[config.mk]
export PLATFORM = sky130hd
export DESIGN_NAME = controller_flat
export DESIGN_NICKNAME = d
export VERILOG_FILES = /design/src/rtl/controller_if.sv /design/src/rtl/controller.sv /design/src/flat_wrapper.sv
export SDC_FILE = /design/constraint.sdc
export NUM_CORES = 1
export LEC_CHECK = 0
export CAP_MARGIN = 25
export CORE_MARGIN = 2
export CORE_UTILIZATION = 31
export CTS_CLUSTER_DIAMETER = 100
export DETAILED_ROUTE_END_ITERATION = 16
export PLACE_DENSITY = 0.83
export SLEW_MARGIN = 30
export SYNTH_ARGS = -nofsm -noshare
export SYNTH_HDL_FRONTEND = slang
export SYNTH_SLANG_ARGS = --single-unit
export TNS_END_PERCENT = 1
[constraint.sdc]
create_clock -name clk -period 1.95 [get_ports clk]
set_input_delay 0.39 -clock clk [delete_from_list [all_inputs] [get_ports clk]]
set_output_delay 0.39 -clock clk [all_outputs]
set_load 0.1 [all_outputs]
[src/rtl/controller_if.sv]
// Control bus between the multicycle controller and its datapath.
// Instruction/flag inputs plus every mux select and write enable.
interface controller_if;
    logic [19:0] Instr;
    logic [3:0]  ALUFlags;
    logic        PCWrite;
    logic        RegWrite;
    logic        MemWrite;
    logic        IRWrite;
    logic        AdrSrc;
    logic [1:0]  RegSrc;
    logic [1:0]  ALUSrcA;
    logic [1:0]  ALUSrcB;
    logic [1:0]  ResultSrc;
    logic [1:0]  ImmSrc;
    logic [2:0]  ALUControl;

    modport master (
        output Instr, ALUFlags,
        input  PCWrite, RegWrite, MemWrite, IRWrite, AdrSrc,
        input  RegSrc, ALUSrcA, ALUSrcB, ResultSrc, ImmSrc, ALUControl
    );

    modport slave (
        input  Instr, ALUFlags,
        output PCWrite, RegWrite, MemWrite, IRWrite, AdrSrc,
        output RegSrc, ALUSrcA, ALUSrcB, ResultSrc, ImmSrc, ALUControl
    );
endinterface

[src/rtl/controller.sv]
// Multicycle ARM-subset Moore controller with optional conditional execution.
// Define CONDEX_EN to add NZCV flag registers and condition evaluation.
module controller (
    input  logic     clk,
    input  logic     reset,
    controller_if.slave bus
);
    typedef enum logic [3:0] {
        FETCH, DECODE, MEMADR, MEMRD, MEMWB,
        MEMWR, EXECUTER, EXECUTEI, ALUWB, BRANCH
    } state_t;

    state_t state, next;

    logic [3:0] cond;
    logic [1:0] op;
    logic [5:0] funct;
    logic [3:0] rd;
    logic       cond_ok;
    logic [2:0] alu_dp;
    logic       is_addsub;

    assign cond  = bus.Instr[19:16];
    assign op    = bus.Instr[15:14];
    assign funct = bus.Instr[13:8];
    assign rd    = bus.Instr[3:0];

    always_comb begin
        case (funct[4:1])
            4'b0100: alu_dp = 3'b000;
            4'b0010: alu_dp = 3'b001;
            4'b0000: alu_dp = 3'b010;
            4'b1100: alu_dp = 3'b011;
            default: alu_dp = 3'b000;
        endcase
    end

    assign is_addsub = (funct[4:1] == 4'b0100) || (funct[4:1] == 4'b0010);

`ifdef CONDEX_EN
    logic [3:0] flags;
    logic       n, z, c, v;
    logic       cond_eval;

    assign {n, z, c, v} = flags;

    always_comb begin
        case (cond)
            4'b0000: cond_eval = z;
            4'b0001: cond_eval = ~z;
            4'b0010: cond_eval = c;
            4'b0011: cond_eval = ~c;
            4'b0100: cond_eval = n;
            4'b0101: cond_eval = ~n;
            4'b0110: cond_eval = v;
            4'b0111: cond_eval = ~v;
            4'b1000: cond_eval = c & ~z;
            4'b1001: cond_eval = ~c | z;
            4'b1010: cond_eval = (n == v);
            4'b1011: cond_eval = (n != v);
            4'b1100: cond_eval = ~z & (n == v);
            4'b1101: cond_eval = z | (n != v);
            4'b1110: cond_eval = 1'b1;
            default: cond_eval = 1'b0;
        endcase
    end

    // Only ADD/SUB produce meaningful carry and overflow
    always_ff @(posedge clk or posedge reset) begin
        if (reset) begin
            flags <= 4'b0000;
        end else if ((state == EXECUTER || state == EXECUTEI)
                     && funct[0] && cond_ok) begin
            flags[3:2] <= bus.ALUFlags[3:2];
            if (is_addsub)
                flags[1:0] <= bus.ALUFlags[1:0];
        end
    end

    always_ff @(posedge clk or posedge reset) begin
        if (reset)
            cond_ok <= 1'b0;
        else if (state == DECODE)
            cond_ok <= cond_eval;
    end
`else
    logic unused_cond;

    assign cond_ok     = 1'b1;
    assign unused_cond = ^{cond, bus.ALUFlags, is_addsub};
`endif

    logic unused_rn;
    assign unused_rn = ^bus.Instr[7:4];

    always_ff @(posedge clk or posedge reset) begin
        if (reset)
            state <= FETCH;
        else
            state <= next;
    end

    always_comb begin
        next = FETCH;
        case (state)
            FETCH:  next = DECODE;
            DECODE: begin
                case (op)
                    2'b00:   next = funct[5] ? EXECUTEI : EXECUTER;
                    2'b01:   next = MEMADR;
                    2'b10:   next = BRANCH;
                    default: next = FETCH;
                endcase
            end
            MEMADR:   next = funct[0] ? MEMRD : MEMWR;
            MEMRD:    next = MEMWB;
            EXECUTER: next = ALUWB;
            EXECUTEI: next = ALUWB;
            default:  next = FETCH;
        endcase
    end

    logic pc_w, reg_w, mem_w, ir_w;

    always_comb begin
        pc_w           = 1'b0;
        reg_w          = 1'b0;
        mem_w          = 1'b0;
        ir_w           = 1'b0;
        bus.AdrSrc     = 1'b0;
        bus.ALUSrcA    = 2'b00;
        bus.ALUSrcB    = 2'b00;
        bus.ResultSrc  = 2'b00;
        bus.ALUControl = 3'b000;
        case (state)
            FETCH: begin
                ir_w          = 1'b1;
                pc_w          = 1'b1;
                bus.ALUSrcA   = 2'b01;
                bus.ALUSrcB   = 2'b10;
                bus.ResultSrc = 2'b10;
            end
            DECODE: begin
                bus.ALUSrcA   = 2'b01;
                bus.ALUSrcB   = 2'b10;
                bus.ResultSrc = 2'b10;
            end
            MEMADR:   bus.ALUSrcB = 2'b01;
            MEMRD:    bus.AdrSrc  = 1'b1;
            MEMWR: begin
                bus.AdrSrc = 1'b1;
                mem_w      = cond_ok;
            end
            EXECUTER: bus.ALUControl = alu_dp;
            EXECUTEI: begin
                bus.ALUSrcB    = 2'b01;
                bus.ALUControl = alu_dp;
            end
            ALUWB: begin
                reg_w = cond_ok;
                pc_w  = cond_ok & (rd == 4'hF);
            end
            MEMWB: begin
                bus.ResultSrc = 2'b01;
                reg_w         = cond_ok;
                pc_w          = cond_ok & (rd == 4'hF);
            end
            BRANCH: begin
                bus.ALUSrcB   = 2'b01;
                bus.ResultSrc = 2'b10;
                pc_w          = cond_ok;
            end
            default: ;
        endcase
    end

    // Write enables are squashed for as long as reset is held
    assign bus.PCWrite  = pc_w  & ~reset;
    assign bus.RegWrite = reg_w & ~reset;
    assign bus.MemWrite = mem_w & ~reset;
    assign bus.IRWrite  = ir_w  & ~reset;
    assign bus.RegSrc   = {op == 2'b01, op == 2'b10};
    assign bus.ImmSrc   = op;
endmodule

[src/flat_wrapper.sv]
// flat-port wrapper written by rule: the top's interface ports become plain ports
module controller_flat 
  (clk, reset, bus_Instr, bus_ALUFlags, bus_PCWrite, bus_RegWrite, bus_MemWrite, bus_IRWrite, bus_AdrSrc, bus_RegSrc, bus_ALUSrcA, bus_ALUSrcB, bus_ResultSrc, bus_ImmSrc, bus_ALUControl);
  controller_if bus_i ();
  input  logic clk;
  input  logic reset;
  input wire logic [$bits(bus_i.Instr)-1:0] bus_Instr;
  input wire logic [$bits(bus_i.ALUFlags)-1:0] bus_ALUFlags;
  output wire logic [$bits(bus_i.PCWrite)-1:0] bus_PCWrite;
  output wire logic [$bits(bus_i.RegWrite)-1:0] bus_RegWrite;
  output wire logic [$bits(bus_i.MemWrite)-1:0] bus_MemWrite;
  output wire logic [$bits(bus_i.IRWrite)-1:0] bus_IRWrite;
  output wire logic [$bits(bus_i.AdrSrc)-1:0] bus_AdrSrc;
  output wire logic [$bits(bus_i.RegSrc)-1:0] bus_RegSrc;
  output wire logic [$bits(bus_i.ALUSrcA)-1:0] bus_ALUSrcA;
  output wire logic [$bits(bus_i.ALUSrcB)-1:0] bus_ALUSrcB;
  output wire logic [$bits(bus_i.ResultSrc)-1:0] bus_ResultSrc;
  output wire logic [$bits(bus_i.ImmSrc)-1:0] bus_ImmSrc;
  output wire logic [$bits(bus_i.ALUControl)-1:0] bus_ALUControl;
  assign bus_i.Instr = bus_Instr;
  assign bus_i.ALUFlags = bus_ALUFlags;
  assign bus_PCWrite = bus_i.PCWrite;
  assign bus_RegWrite = bus_i.RegWrite;
  assign bus_MemWrite = bus_i.MemWrite;
  assign bus_IRWrite = bus_i.IRWrite;
  assign bus_AdrSrc = bus_i.AdrSrc;
  assign bus_RegSrc = bus_i.RegSrc;
  assign bus_ALUSrcA = bus_i.ALUSrcA;
  assign bus_ALUSrcB = bus_i.ALUSrcB;
  assign bus_ResultSrc = bus_i.ResultSrc;
  assign bus_ImmSrc = bus_i.ImmSrc;
  assign bus_ALUControl = bus_i.ALUControl;
  controller u_core (.clk(clk), .reset(reset), .bus(bus_i));
endmodule
==> results of run 1 <==
-- cell usage in the layout (no fill, tap or decap), types with 3 or more instances in the layout --
cell type / count
buf_12: 16
buf_4: 12
clkdlybuf4s50_1: 9
nor2_1: 5
nor2_2: 4
a21oi_1: 4
dlygate4sd2_1: 4
dfrtp_1: 4
nand2b_1: 3
clkbuf_4: 3
-- worst min-delay path, delay by kind of cell --
kind | cells | cell delay, ps
buf+inv | 3 | 730
-- worst max path at each step --
stage	from	slack [ps]	cells after the start	endpoint
finish	u_core.state[3]	40	5	bus_PCWrite
global route	u_core.state[3]	-20	5	bus_PCWrite
CTS	u_core.state[3]	20	5	bus_PCWrite
detailed placement	bus_Instr[10]	-140	4	bus_ALUControl[0]
global placement	bus_Instr[10]	-130	4	bus_ALUControl[0]
floorplan	u_core.state[2]	-270	3	bus_IRWrite
-- kinds of logic (layout without fill, tap and decap cells) --
logic type / Yosys count / after routing / synth area share
AOI/OAI and AO/OA: 10 / 10 / 0.121
xor gates and xnor gates: 3 / 3 / 0.0575
buffers and inverters: 11 / 46 / 0.162
DFF: 4 / 4 / 0.219
other: 1 / 2 / 0.00821
and+or+nand+nor: 32 / 32 / 0.433
-- per-stage QoR --
stage | worst slack, ps | cell area (sq um)
after CTS | 19.2 | 1050
after detailed placement | -138 | 1010
after floorplan | -273 | 534
after global placement | -132 | 1010
after global routing | -18.0 | 1070
final | 41.0 | 1070
-- area by class of cell --
type | instances | area (sq um) | area share
sequential | 4 | 100 | 0.0936
tap | 15 | 18.8 | 0.0175
multi-input combinational | 47 | 378 | 0.353
clock buffer | 3 | 22.5 | 0.0211
timing repair buffer | 42 | 547 | 0.511
inverter | 1 | 3.75 | 0.00351
-- per-layer routing --
metal,global-route usage,vias to the layer above,routed length (um),part of all wire
met4,0.0563,0,0,0
met5,0,-,0,0
met3,0.0603,0,132,0.094
met1,0.167,242,485,0.35
li1,-,274,-,-
met2,0.292,29,783,0.56
-- what timing repair did --
action,CTS,global route
pin swaps,5,5
gates resized for setup,8,3
hold buffers,0,0
buffers inserted,1,2
endpoints found under the setup margin,4,2
==> impl_metrics.ini, run 1 <==
[status]
status = finished clean

[timing]
finalCriticalPeriod_ps = 1910
finalHoldViolCount = 0
hold_ws_ps = 545
fmax_mhz = 524
fin_setup_tns_ps = 0
setup_viol = 0
fin_worst_skew_ps = 1.68
rsz0062_at_grt = true
post-route-period-util = 0.979
maxSlewViolCount = 0

[routing]
wirelength_mm = 1.40
viasPerCell = 4.87
drc = 0
drtIter0Drc = 1
num_vias = 545
ant_nets = 0
dr.pass1.iters = 2
wl_per_cell_um = 12.5

[yosys]
synth-seq-cells = 4
syn_area_per_cell_sq_um = 7.49
netlist_instances = 61
async_flop_share = 1.00
ys_types = 30
ys_dominant_reg_cell = dfrtp_1
synth_top_cell_area_share = 0.219
synth_enable_flop_cells = 0
synthesis.area_sq_um = 457
ys_top_cells_by_count = nor2_1 (9), a21oi_1 (5), buf_4 (4), dfrtp_1 (4)
synth_area_leader_cell = dfrtp_1
yosys-top-cells-area = dfrtp_1 (22%), nor2_1 (7.4%), buf_4 (6.6%), a21oi_1 (5.5%), buf_6 (4.9%)
yosysWarnings = 0
yosysSeqAreaShare = 0.219
yosysMostFrequentCell = nor2_1

[grt]
grt_pass1_wl_mm = 2.17
first_global_vias = 514
antenna_found_initial = 0
grt_max_degree = 17
grt_use_total = 0.161
grt_overflow = 0

[setup_path]
r2r_start = u_core.state[1]
crit_type = reg -> out
reg2reg_depth = 4
crit_required_ps = 1560
r2r_slack_ps = 890
crit_path_top_delay_cell = dfrtp_1
path_cells = buf_6 -> nor2b_2 -> o21ai_1 -> and4_1 -> buf_12
path_buf_inv = 2
max_stage_delay_ps = 410
worstPathArrival_ps = 1520
regToRegEndpoint = u_core.state[0]
crit_family = simple AND/OR/NAND/NOR gates
start_kind = flop
crit_fanout = 4
endpoint_kind = output pin

[flow_run]
maxCapViolCount = 0

[clock_tree]
cts_tree = yes
cts_max_path_buffers = 2
htree_levels = 1
clkTransAtPathRegs_ps = 40
clock_latency_ps = 230
numClockSinks = 4
cts-root-buf = clkbuf_4
cts_buffers = 3

[floorplanning]
die-area_sq_mm = 0.00180
die_w_um = 42.4
core_sq_mm = 0.00133
start_util = 0.342
core.rowCount = 13
io_pins = 44
die_h_um = 42.4

[final_layout]
syn_to_final_growth_pct = 134
top_regs = u_core.state: 4 flops
nets = 125
fill_cells = 93
finalCoreUtilization = 0.802
largest_register = u_core.state
final_cells = 112
largest_reg_flops = 4
antenna_cells = 0
layout-drive-gt1-share = 0.485

[placement]
post-dp-hpwl_mm = 1.17
dp.cells = 106
portBuffers = 29
routabilityCongestion = 0.675

[hold_path]
hp-class = in -> async
Power of run 1 is left out: the tool's default activity adds up to more than one toggle a clock period on the data nets, which glitch-free logic cannot reach.
==> run 2, diff against run 1 <==
RECOVER_POWER = 100   (was default)
REMOVE_ABC_BUFFERS = 1   (was default)
==> run 2 against run 1 <==
  * Wire length is 2.4% higher
  * Sequential share of layout area is 2.7 points higher
  * Via count is 2.2% lower
  * Worst hold slack worse by 89 ps
  * Non-clock buffer count is 3 lower
  * Fmax is 0.33% higher
  * Clock skew is 2.3 ps higher
  * Worst setup slack better by 6.3 ps
  * Critical endpoint is now bus_ALUControl[1]
  * Largest cell class unchanged
==> impl_metrics.ini, run 2 (synthesis results as in run 1) <==
[clock_tree]
cts_buffers = 3
cts_max_path_buffers = 2
numClockSinks = 4
htree_levels = 1
clkTransAtPathRegs_ps = 40
cts_tree = yes
clock_latency_ps = 230
hold_buffers = 0
cts-root-buf = clkbuf_4

[routing]
wl_met3_um = 75
routed.top_layer = met3
drc = 0
wirelength_mm = 1.43
ant_nets = 0
drtIter0Drc = 4
wl_per_cell_um = 13.2
dr.pass1.iters = 2
wl_met2_um = 777
viasPerCell = 4.89
num_vias = 533
m1WireLength_um = 581

[grt]
grt_max_degree = 17
grt_pass1_wl_mm = 2.20
first_global_vias = 513
grt_overflow = 0
antenna_found_initial = 0
grt_use_total = 0.162

[floorplanning]
io_pins = 44
die_w_um = 42.4
die_h_um = 42.4
core.rowCount = 13
die-area_sq_mm = 0.00180
core_sq_mm = 0.00133
start_util = 0.342

[placement]
routabilityCongestion = 0.724
post-dp-hpwl_mm = 1.12
portBuffers = 29

[setup_path]
crit_required_ps = 1560
crit_fanout = 7
endpoint_kind = output pin
crit_type = reg -> out
start_kind = flop
worstPathArrival_ps = 1510

[final_layout]
largest_register = u_core.state
layout_common_cells = nor2_1 (9), clkbuf_4 (9), buf_4 (9)
layout-drive-gt1-share = 0.404
syn_to_final_growth_pct = 89.3
largest_reg_flops = 4
top_regs = u_core.state: 4 flops
nets = 122
fill_cells = 126
antenna_cells = 0

[status]
status = finished clean

[timing]
setup_viol = 0
post-route-period-util = 0.976
finalCriticalPeriod_ps = 1900
maxSlewViolCount = 0
rsz0062_at_grt = true
finalHoldViolCount = 0
hold_ws_ps = 456
fin_worst_skew_ps = 4.03
fmax_mhz = 526

[hold_path]
hp-class = in -> async

[flow_run]
maxCapViolCount = 0
[run 2: cell types whose count changed in the layout (fill, tap and decap cells not counted), moves of 2 or more]
cell      change
nor4_4        -2
buf_4         -3
dfrtp_2       +3
nor2_2        -4
nor2_1        +4
buf_12       -10
clkbuf_4      +6
buf_6         +2
dfrtp_1       -3
[run 2: area by class of cell]
class                   instances  area (sq um)  share of cell area
multi-input cells              47           315               0.365
clock buffers                   3          22.5              0.0260
well taps                      15          18.8              0.0217
flip-flops and latches          4           104               0.120
inverters                       1          3.75             0.00434
repair buffers                 39           400               0.463
[run 2: critical path: stages (launching register included)]
cell and delay (ps):
dfrtp_2 430, or3_4 430, nor3_4 220, buf_12 200
[run 2: final timing paths]
| check | cells after the start | slack [ps] | endpoint | startpoint |
|---|---|---|---|---|
| worst max-delay path | 3 | 50 | bus_ALUControl[1] | u_core.state[3] |
| worst min-delay path | 2 | 460 | u_core.state[1] | reset |
| worst max register to register | 4 | 910 | u_core.state[3] | u_core.state[1] |
| worst min register to register | 2 | 560 | u_core.state[3] | u_core.state[1] |
| max in group asynchronous | 2 | 1330 | u_core.state[2] | reset |
| min in group clk | 2 | 560 | u_core.state[3] | u_core.state[1] |
[run 2: routing by layer]
metal | global-route usage | vias up
met3 | 0.0474 | 0
li1 | - | 272
met5 | 0 | -
met1 | 0.157 | 241
met2 | 0.320 | 20
met4 | 0.0500 | 0
[run 2: per-stage QoR]
stage	cell area [sq um]	instances	utilization	worst slack [ps]	TNS (ps)
3_5_place_dp	927	105	0.695	-196	-249
6_report	865	109	0.648	47.3	0
4_1_cts	981	109	0.735	10.9	0
5_1_grt	865	109	0.648	-12.3	-26.5
3_3_place_gp	927	105	0.695	-180	-215
2_1_floorplan	390	52	-	-2150	-11170
[run 2: what timing repair did]
action	4_1_cts	5_1_grt
resized for setup	11	2
endpoints found under the setup margin	4	6
pin swaps	4	2
setup buffers	1	0
gates cloned	0	0
Power of run 2 is left out for the same reason.
